`config.mk`:
```
export PLATFORM = sky130hd
export DESIGN_NAME = rns_fir_seq
export DESIGN_NICKNAME = d
export VERILOG_FILES = /design/src/rtl/rns_pkg.sv /design/src/rtl/rns_mod_mac.sv /design/src/rtl/rns_fir_seq.sv
export SDC_FILE = /design/constraint.sdc
export NUM_CORES = 2
export LEC_CHECK = 0
export CORE_UTILIZATION = 40
export CTS_CLUSTER_SIZE = 30
export DETAILED_ROUTE_END_ITERATION = 8
export REMOVE_ABC_BUFFERS = 1
export SYNTH_ARGS = -nofsm -noshare
export SYNTH_HDL_FRONTEND = slang
export SYNTH_SLANG_ARGS = --single-unit
```
`constraint.sdc`:
```
create_clock -name clk -period 20.2 [get_ports clk]
set_clock_uncertainty 0.1 [all_clocks]
set_input_delay 4.04 -clock clk [delete_from_list [all_inputs] [get_ports clk]]
set_output_delay 4.04 -clock clk [all_outputs]
set_load 0.02 [all_outputs]
```
`src/rtl/rns_pkg.sv`:
```
// Shared constants, types and helpers for the RNS FIR datapath.
// Default channel set: four 8-bit residues with moduli 233, 239, 241 and 251.
// MODULI[i*RES_W +: RES_W] is the modulus of channel i.
package rns_pkg;

  localparam int NUM_MOD = 4;
  localparam int RES_W   = 8;
  localparam logic [NUM_MOD*RES_W-1:0] MODULI = {8'd251, 8'd241, 8'd239, 8'd233};

  typedef logic [RES_W-1:0]        residue_t;
  typedef residue_t [NUM_MOD-1:0]  rns_vec_t;

  typedef enum logic [1:0] {IDLE, MAC, OUT} state_t;

  // Reduce a value by a modulus; m is always an elaboration-time constant
  // at the call sites, so this folds into constant-modulus reduction logic.
  function automatic logic [31:0] mod_reduce(input logic [31:0] v, input logic [31:0] m);
    return v % m;
  endfunction

endpackage

```
`src/rtl/rns_mod_mac.sv`:
```
// One residue channel: modular multiply-accumulate register for a fixed modulus.
// acc_nxt is the value the accumulator takes on the next enabled edge, exposed
// so the sequencer can capture the final sum on the last tap without an extra cycle.
module rns_mod_mac #(
  parameter int          RES_W = rns_pkg::RES_W,
  parameter int unsigned MOD   = 251
) (
  input  logic             clk,
  input  logic             reset,
  input  logic             clr,
  input  logic             en,
  input  logic [RES_W-1:0] c,
  input  logic [RES_W-1:0] d,
  output logic [RES_W-1:0] acc_nxt
);
  import rns_pkg::*;

  logic [RES_W-1:0]   acc;
  logic [2*RES_W-1:0] prod;
  logic [RES_W-1:0]   prod_red;
  logic [RES_W:0]     sum;

  // Product reduced by the constant modulus, then a single conditional
  // subtract since both addends are already below MOD.
  always_comb begin
    prod     = {{RES_W{1'b0}}, c} * {{RES_W{1'b0}}, d};
    prod_red = RES_W'(mod_reduce(32'(prod), 32'(MOD)));
    sum      = {1'b0, acc} + {1'b0, prod_red};
    if (sum >= (RES_W+1)'(MOD)) acc_nxt = RES_W'(sum - (RES_W+1)'(MOD));
    else                        acc_nxt = sum[RES_W-1:0];
  end

  // Accumulator register: cleared on sample accept, advanced on each MAC cycle.
  always_ff @(posedge clk) begin
    if (reset)    acc <= '0;
    else if (clr) acc <= '0;
    else if (en)  acc <= acc_nxt;
  end

endmodule

```
`src/rtl/rns_fir_seq.sv`:
```
// Time-multiplexed RNS FIR: one modular MAC per residue channel, iterated over
// TAPS cycles per sample, with run-time loadable coefficients.
// Optional build macro RNS_FIR_RANGE_CHK_EN adds the sticky err port and
// reduction of out-of-range input residues on accept.
//
// state | meaning
// IDLE  | waiting for a sample; coefficient writes accepted here only
// MAC   | one tap per cycle, k = 0 .. TAPS-1
// OUT   | result held on y until the consumer takes it
module rns_fir_seq #(
  parameter int NUM_MOD = rns_pkg::NUM_MOD,
  parameter int RES_W   = rns_pkg::RES_W,
  parameter int TAPS    = 8,
  parameter logic [NUM_MOD*RES_W-1:0] MODULI = rns_pkg::MODULI,
  localparam int ADDR_W = $clog2(TAPS)
) (
  input  logic                     clk,
  input  logic                     reset,
  input  logic                     in_valid,
  output logic                     in_ready,
  input  logic [NUM_MOD*RES_W-1:0] x,
  output logic                     out_valid,
  input  logic                     out_ready,
  output logic [NUM_MOD*RES_W-1:0] y,
  input  logic                     coef_we,
  input  logic [ADDR_W-1:0]        coef_addr,
  input  logic [NUM_MOD*RES_W-1:0] coef_data,
  output logic                     coef_busy
`ifdef RNS_FIR_RANGE_CHK_EN
  ,
  output logic [NUM_MOD-1:0]       err
`endif
);
  import rns_pkg::*;

  localparam int VW = NUM_MOD*RES_W;

  state_t            state, state_nxt;
  logic [ADDR_W-1:0] k;
  logic [VW-1:0]     coef [TAPS];
  logic [VW-1:0]     dly  [TAPS];
  logic [VW-1:0]     x_in;
  logic [VW-1:0]     sum_all;
  logic              accept, last, coef_wr, mac_en;

  assign in_ready  = (state == IDLE) && !reset;
  assign coef_busy = (state != IDLE);
  assign out_valid = (state == OUT);
  assign accept    = in_valid && in_ready;
  assign mac_en    = (state == MAC);
  assign last      = (32'(k) == 32'(TAPS - 1));
  assign coef_wr   = coef_we && !coef_busy && (32'(coef_addr) < 32'(TAPS));

  // Next-state logic.
  always_comb begin
    state_nxt = state;
    case (state)
      IDLE:    if (accept)    state_nxt = MAC;
      MAC:     if (last)      state_nxt = OUT;
      OUT:     if (out_ready) state_nxt = IDLE;
      default:                state_nxt = IDLE;
    endcase
  end

  // State register.
  always_ff @(posedge clk) begin
    if (reset) state <= IDLE;
    else       state <= state_nxt;
  end

  // Tap index: restarts on accept, steps once per MAC cycle.
  always_ff @(posedge clk) begin
    if (reset)       k <= '0;
    else if (accept) k <= '0;
    else if (mac_en) k <= k + 1'b1;
  end

  // Coefficient store; a write on the accept edge lands before the first MAC read.
  always_ff @(posedge clk) begin
    if (reset) begin
      for (int i = 0; i < TAPS; i++) coef[i] <= '0;
    end else if (coef_wr) begin
      coef[coef_addr] <= coef_data;
    end
  end

  // Delay line shifts only on accept; reset is the only flush.
  always_ff @(posedge clk) begin
    if (reset) begin
      for (int i = 0; i < TAPS; i++) dly[i] <= '0;
    end else if (accept) begin
      dly[0] <= x_in;
      for (int i = 1; i < TAPS; i++) dly[i] <= dly[i-1];
    end
  end

  // Result register captures the final accumulator value on the last tap.
  always_ff @(posedge clk) begin
    if (reset)               y <= '0;
    else if (mac_en && last) y <= sum_all;
  end

`ifdef RNS_FIR_RANGE_CHK_EN
  logic [NUM_MOD-1:0] bad;

  // Range flags are sticky across samples until reset.
  always_ff @(posedge clk) begin
    if (reset)       err <= '0;
    else if (accept) err <= err | bad;
  end
`endif

  for (genvar i = 0; i < NUM_MOD; i++) begin : g_ch
    localparam int unsigned M = 32'(MODULI[i*RES_W +: RES_W]);

`ifdef RNS_FIR_RANGE_CHK_EN
    logic [RES_W-1:0] raw;
    assign raw    = x[i*RES_W +: RES_W];
    assign bad[i] = (32'(raw) >= 32'(M));
    // Out-of-range residues are folded once if below 2m, otherwise zeroed.
    assign x_in[i*RES_W +: RES_W] = !bad[i]                  ? raw :
                                    (32'(raw) < 32'(2 * M))  ? RES_W'(32'(raw) - 32'(M)) :
                                                               '0;
`else
    assign x_in[i*RES_W +: RES_W] = x[i*RES_W +: RES_W];
`endif

    rns_mod_mac #(
      .RES_W (RES_W),
      .MOD   (M)
    ) u_mac (
      .clk     (clk),
      .reset   (reset),
      .clr     (accept),
      .en      (mac_en),
      .c       (coef[k][i*RES_W +: RES_W]),
      .d       (dly[k][i*RES_W +: RES_W]),
      .acc_nxt (sum_all[i*RES_W +: RES_W])
    );
  end

endmodule
```
; Word-level counts from Yosys, hierarchy flattened
; Memories as Yosys holds them, arrays and structs flattened. A register that Yosys moved wholly into a read port is not among the register bits.
; Cells that the tools add are included.
[totals]
mem_count = 2
ram_bits = 512
ff_bits = 69
inputBits = 72
[memory_table]
columns = memory, words, word_bits, read_ports, rd_ports_with_merged_regs, wr, line_no
row1 = coef, 8, 32, 1, 1, 8, rns_fir_seq.sv:40  ; logic [VW-1:0] coef [TAPS];
row2 = dly, 8, 32, 8, 1, 8, rns_fir_seq.sv:41  ; logic [VW-1:0] dly [TAPS];
[classes]
n_lt_le_gt_ge = 4
reduce_logical = 11
n_mul = 4
addsub = 9
div = 4
bitwise = 8
n_eq_ne = 6
muxes = 31
[ops]
columns = operator, n
row1 = $mux W32, 9
row2 = $mod A16 B8 Y32 const B, 4
row3 = $mul A8 B8 Y16, 4
row4 = $add A8 B8 Y9, 4
row5 = $ge A9 B8 Y1 const B, 4
row6 = $mux W8, 4
row7 = $reduce_or A32 Y1, 1
row8 = $sub A8 B8 Y8 const B, 4
row9 = $mux W3, 5
row10 = $mux W1, 9
row11 = $or A1 B1 Y1, 8
row12 = $mux W2, 3
row13 = $pmux W2 S3, 1
row14 = $logic_and A1 B1 Y1, 4
row15 = $ne A2 B2 Y1 const B, 2
row16 = $add A3 B1 Y3 const B, 1
row17 = $eq A3 B3 Y1 const B, 1
row18 = $reduce_and A3 Y1, 1
row19 = $eq A2 B1 Y1 const B, 1
row20 = $eq A2 B2 Y1 const B, 1
row21 = $logic_not A1 Y1, 2
row22 = $logic_not A2 Y1, 1
row23 = $ne A2 B1 Y1 const B, 1
row24 = $reduce_bool A2 Y1, 1
row25 = $reduce_or A2 Y1, 1

; Depth between registers and ports, before layout
[logic_depth]
depth_word = 8
ltp_mapped = 74
mapped_depth_nobuf = 66

; Cells and area by module
; Synthesis repeated with hierarchy kept, for this count alone.
[unflattened]
cells_unflattened = 4696
hier_area_um2 = 48660.4
[by_module_without_submodules]
columns = module, cells_per_inst, seq_area_each_um2, area_each_um2, instances
row1 = rns_fir_seq, 1518, 16175.5, 24242.0, 1
row2 = rns_mod_mac (g_ch[0].u_mac), 834, 160.2, 6292.3, 1
row3 = rns_mod_mac (g_ch[3].u_mac), 804, 160.2, 6253.5, 1
row4 = rns_mod_mac (g_ch[1].u_mac), 779, 160.2, 5977.0, 1
row5 = rns_mod_mac (g_ch[2].u_mac), 761, 160.2, 5895.7, 1

; Worst setup path after synthesis
; OpenSTA, ideal clock, no wires.
[synth_path]
path_type = reg2reg
from = register with a tool-made name
to = register g_ch[0].u_mac.acc[2]
stages_incl_launch_ff = 69
path_buffers = 7
period_less_slack_ps = 17754
arrival_time_ps = 17147
path_slack_ps = 2446
path_cell_list = dfxtp_1 > buf_1 > clkbuf_1 > buf_1 > buf_1 > mux4_2 > mux2i_1 > nor2_1 > fa_1 > inv_1 > fa_1 > inv_1 > fa_1 > inv_1 > fa_1 > inv_1 > ha_1 > buf_2 > [33 not listed] > xnor2_1 > ha_1 > o2111ai_1 > a211oi_2 > nor2_1 > xnor2_1 > ha_1 > fa_1 > a21o_1 > a21oi_1 > o21ai_0 > xor2_1 > and2_1 > a311oi_1 > nor2b_1 > xnor2_1 > nand2_1 > a21oi_1
[synth_lines]
columns = item, line_no
row1 = to (signal assigned), rns_mod_mac.sv:37  ; else if (en) acc <= acc_nxt;
row2 = to (decl), rns_mod_mac.sv:18  ; logic [RES_W-1:0] acc;

==> flow_summary.ini <==
[yosys]
async_flop_share_pct = 0
ys_types = 135
synth.top_cells.by_area = edfxtp_1 33%, fa_1 6.4%, mux4_2 6.2%
synth_area_um2 = 46500
synth-seq-cells = 584
synthCells = 4556
ys_warn_count = 0
yosysTopAreaCell = edfxtp_1
synth_edf_count = 512
synthTopCellsByCount = 512 x edfxtp_1, 425 x nor2_1, 290 x and2_1, 262 x nand2_1, 249 x inv_1
synth_top_flop_cell = edfxtp_1
seq_area_frac_synth_pct = 36.1
synth_top_area_share_pct = 33.0
syn_area_per_cell_um2 = 10.2
synth_most_common_cell = edfxtp_1

[drt]
viasPerCell = 5.77
vias = 35420
drc = 0
detail-route-antenna-nets = 0
first_pass_iters = 7
drtIter0Drc = 2490
wl_um = 117000
wl_per_cell_um = 19.0

[worst_setup_path]
critPathRequiredTime_ns = 20.64
setup.worst_path.start_class = register
cp_slowest_cell = dfxtp_4
cp_data_arrival_time_ns = 18.91
cpPeakStageDelay_ns = 0.72
endpoint_kind = register
path_class = reg2reg
path_max_fanout = 30
reg2reg_setup_slack_ns = 1.73
r2r_end = y[11]
ff2ff_path_depth = 56

[worst_hold_path]
hold_depth = 2
hold_path.class = reg2reg
hold_path_end = y[24]
worstHoldStart = y[24]

[timing]
max_freq_mhz = 54.1
slew_headroom_pct = 19.8
fin_crit_ns = 18.47
worst_slew_pin_slew_ns = 1.19
hold_viol = 0
rsz0062_at_grt = false
slew_viol_final = 0
setup_viol = 0
timing.final.crit_share_pct = 91.4

[floorplan]
core_um2 = 115000
fp.dieW_um = 343
start_util_pct = 40.5
die_h_um = 343
die-area_um2 = 118000
io_pins = 107
fp-row-count = 124

[clock_network]
cts.clk_slew.worst_paths_ns = 0.06
insertion_delay_ns = 0.64
clockBufferDepth = 3
clkSinkCount = 584
cts_tree = done
cts_made_buffers = 71
hold_buffers = 0
htreeDepth = 3
cts_root_buffer = clkbuf_16

[grt]
grt_pass1_vias = 34411
grt_use_total_pct = 19.5
grt_pass1_wl_um = 187000
grt_antenna_before_repair = 14
grt_max_degree = 171
overflow = 0

[cells_and_area]
fill_cells = 10745
drive_gt1_share_pct = 10.6
fin_util_pct = 44.8
area_delta_synth_final_pct = 10.6
final_nets = 4992

[run_status]
outcome = completed

[placement]
gp_congestion = 0.899
hpwl_um = 80700
portBuffers = 106

[flow_run]
max_cap_viol_count = 0
worst max path at each step:
stage / end / cells past startpoint / from
after global routing: g_ch[0].u_mac.acc[7] / 63 / register
final: y[11] / 56 / register
after CTS: y[11] / 56 / register
after floorplan: g_ch[0].u_mac.acc[7] / 59 / register
after detailed placement: y[11] / 56 / register
after global placement: y[14] / 58 / register
cells in the final DEF, fill, tap and decap left out, types with 52 or more instances in the layout:
master           instances
edfxtp_1               512
nor2_1                 419
and2_1                 289
nand2_1                262
inv_1                  249
and3_1                 220
ha_1                   201
a21oi_1                172
fa_1                   148
xnor2_1                139
mux4_2                 128
o21ai_0                125
nor2b_1                104
clkdlybuf4s50_1        104
a211oi_1                91
mux2i_1                 83
nor3_1                  80
nand3_1                 75
clkbuf_16               75
dfxtp_1                 69
xor2_1                  60
or2_2                   52
cell type report:
| cell class | instances | area, um2 | area share [%] |
|---|---|---|---|
| multi-input cells | 3514 | 28000 | 54.5 |
| inverters | 251 | 942 | 1.83 |
| well taps | 1512 | 1890 | 3.68 |
| flip-flops and latches | 584 | 16800 | 32.7 |
| diodes | 3 | 7.51 | 0.0146 |
| clock inverters | 33 | 367 | 0.712 |
| repair buffers | 149 | 1440 | 2.79 |
| clock buffers | 96 | 1970 | 3.82 |
logic make-up after synthesis:
| logic type | share of synthesized area (%) |
|---|---|
| AO/OA/AOI/OAI | 15.7 |
| XOR/XNOR | 3.92 |
| adder cells (fa/ha/maj) | 12.0 |
| buffers and inverters | 3.79 |
| flip-flops | 36.1 |
| multiplexers | 8.90 |
| AND/OR/NAND/NOR | 19.6 |
layer usage:
metal | global-route usage (%) | vias to the layer above | wire length [um]
li1 | - | 16967 | -
met1 | 27.7 | 17397 | 55100
met2 | 31.0 | 890 | 52600
met3 | 3.17 | 146 | 6690
met4 | 4.59 | 20 | 2020
met5 | 0 | - | 123
registers in the layout (all words and copies together) (netlist names), named ones only:
| name | cells |
|---|---|
| dly | 256 |
| k | 3 |
| state | 2 |
| g_ch.u_mac.acc | 32 |
| y | 32 |
| coef | 256 |
critical path: cells and delay by family, from the launching register on:
family / cells / cell delay [ns]
and+or+nand+nor: 11 / 2.76
DFF: 1 / 0.72
buffers and inverters: 4 / 1.32
adders and majority gates: 9 / 3.45
AOI/OAI and AO/OA: 26 / 8.21
xor gates and xnor gates: 4 / 0.74
muxes: 2 / 1.02
what timing repair did:
| action | in CTS | in global routing |
|---|---|---|
| endpoints found under the setup margin | 0 | 32 |
| gates resized for setup | 0 | 6 |
| buffers inserted | 0 | 1 |
through the flow:
stage          cells  TNS, ns  setup WS (ns)  instance area [um2]  hold WS, ns
3_3_place_gp    6009        0           1.09                49100        0.344
4_1_cts         6138        0          0.975                51400        0.354
2_1_floorplan   4349   -28.38          -1.19                45700        0.341
3_5_place_dp    6009        0           1.01                49100        0.346
5_1_grt         6141        0          0.204                51500        0.383
6_report        6142        0           1.73                51500        0.351
Power is left out: the tool's default activity adds up to more than one toggle a clock period on the data nets, which glitch-free logic cannot reach.
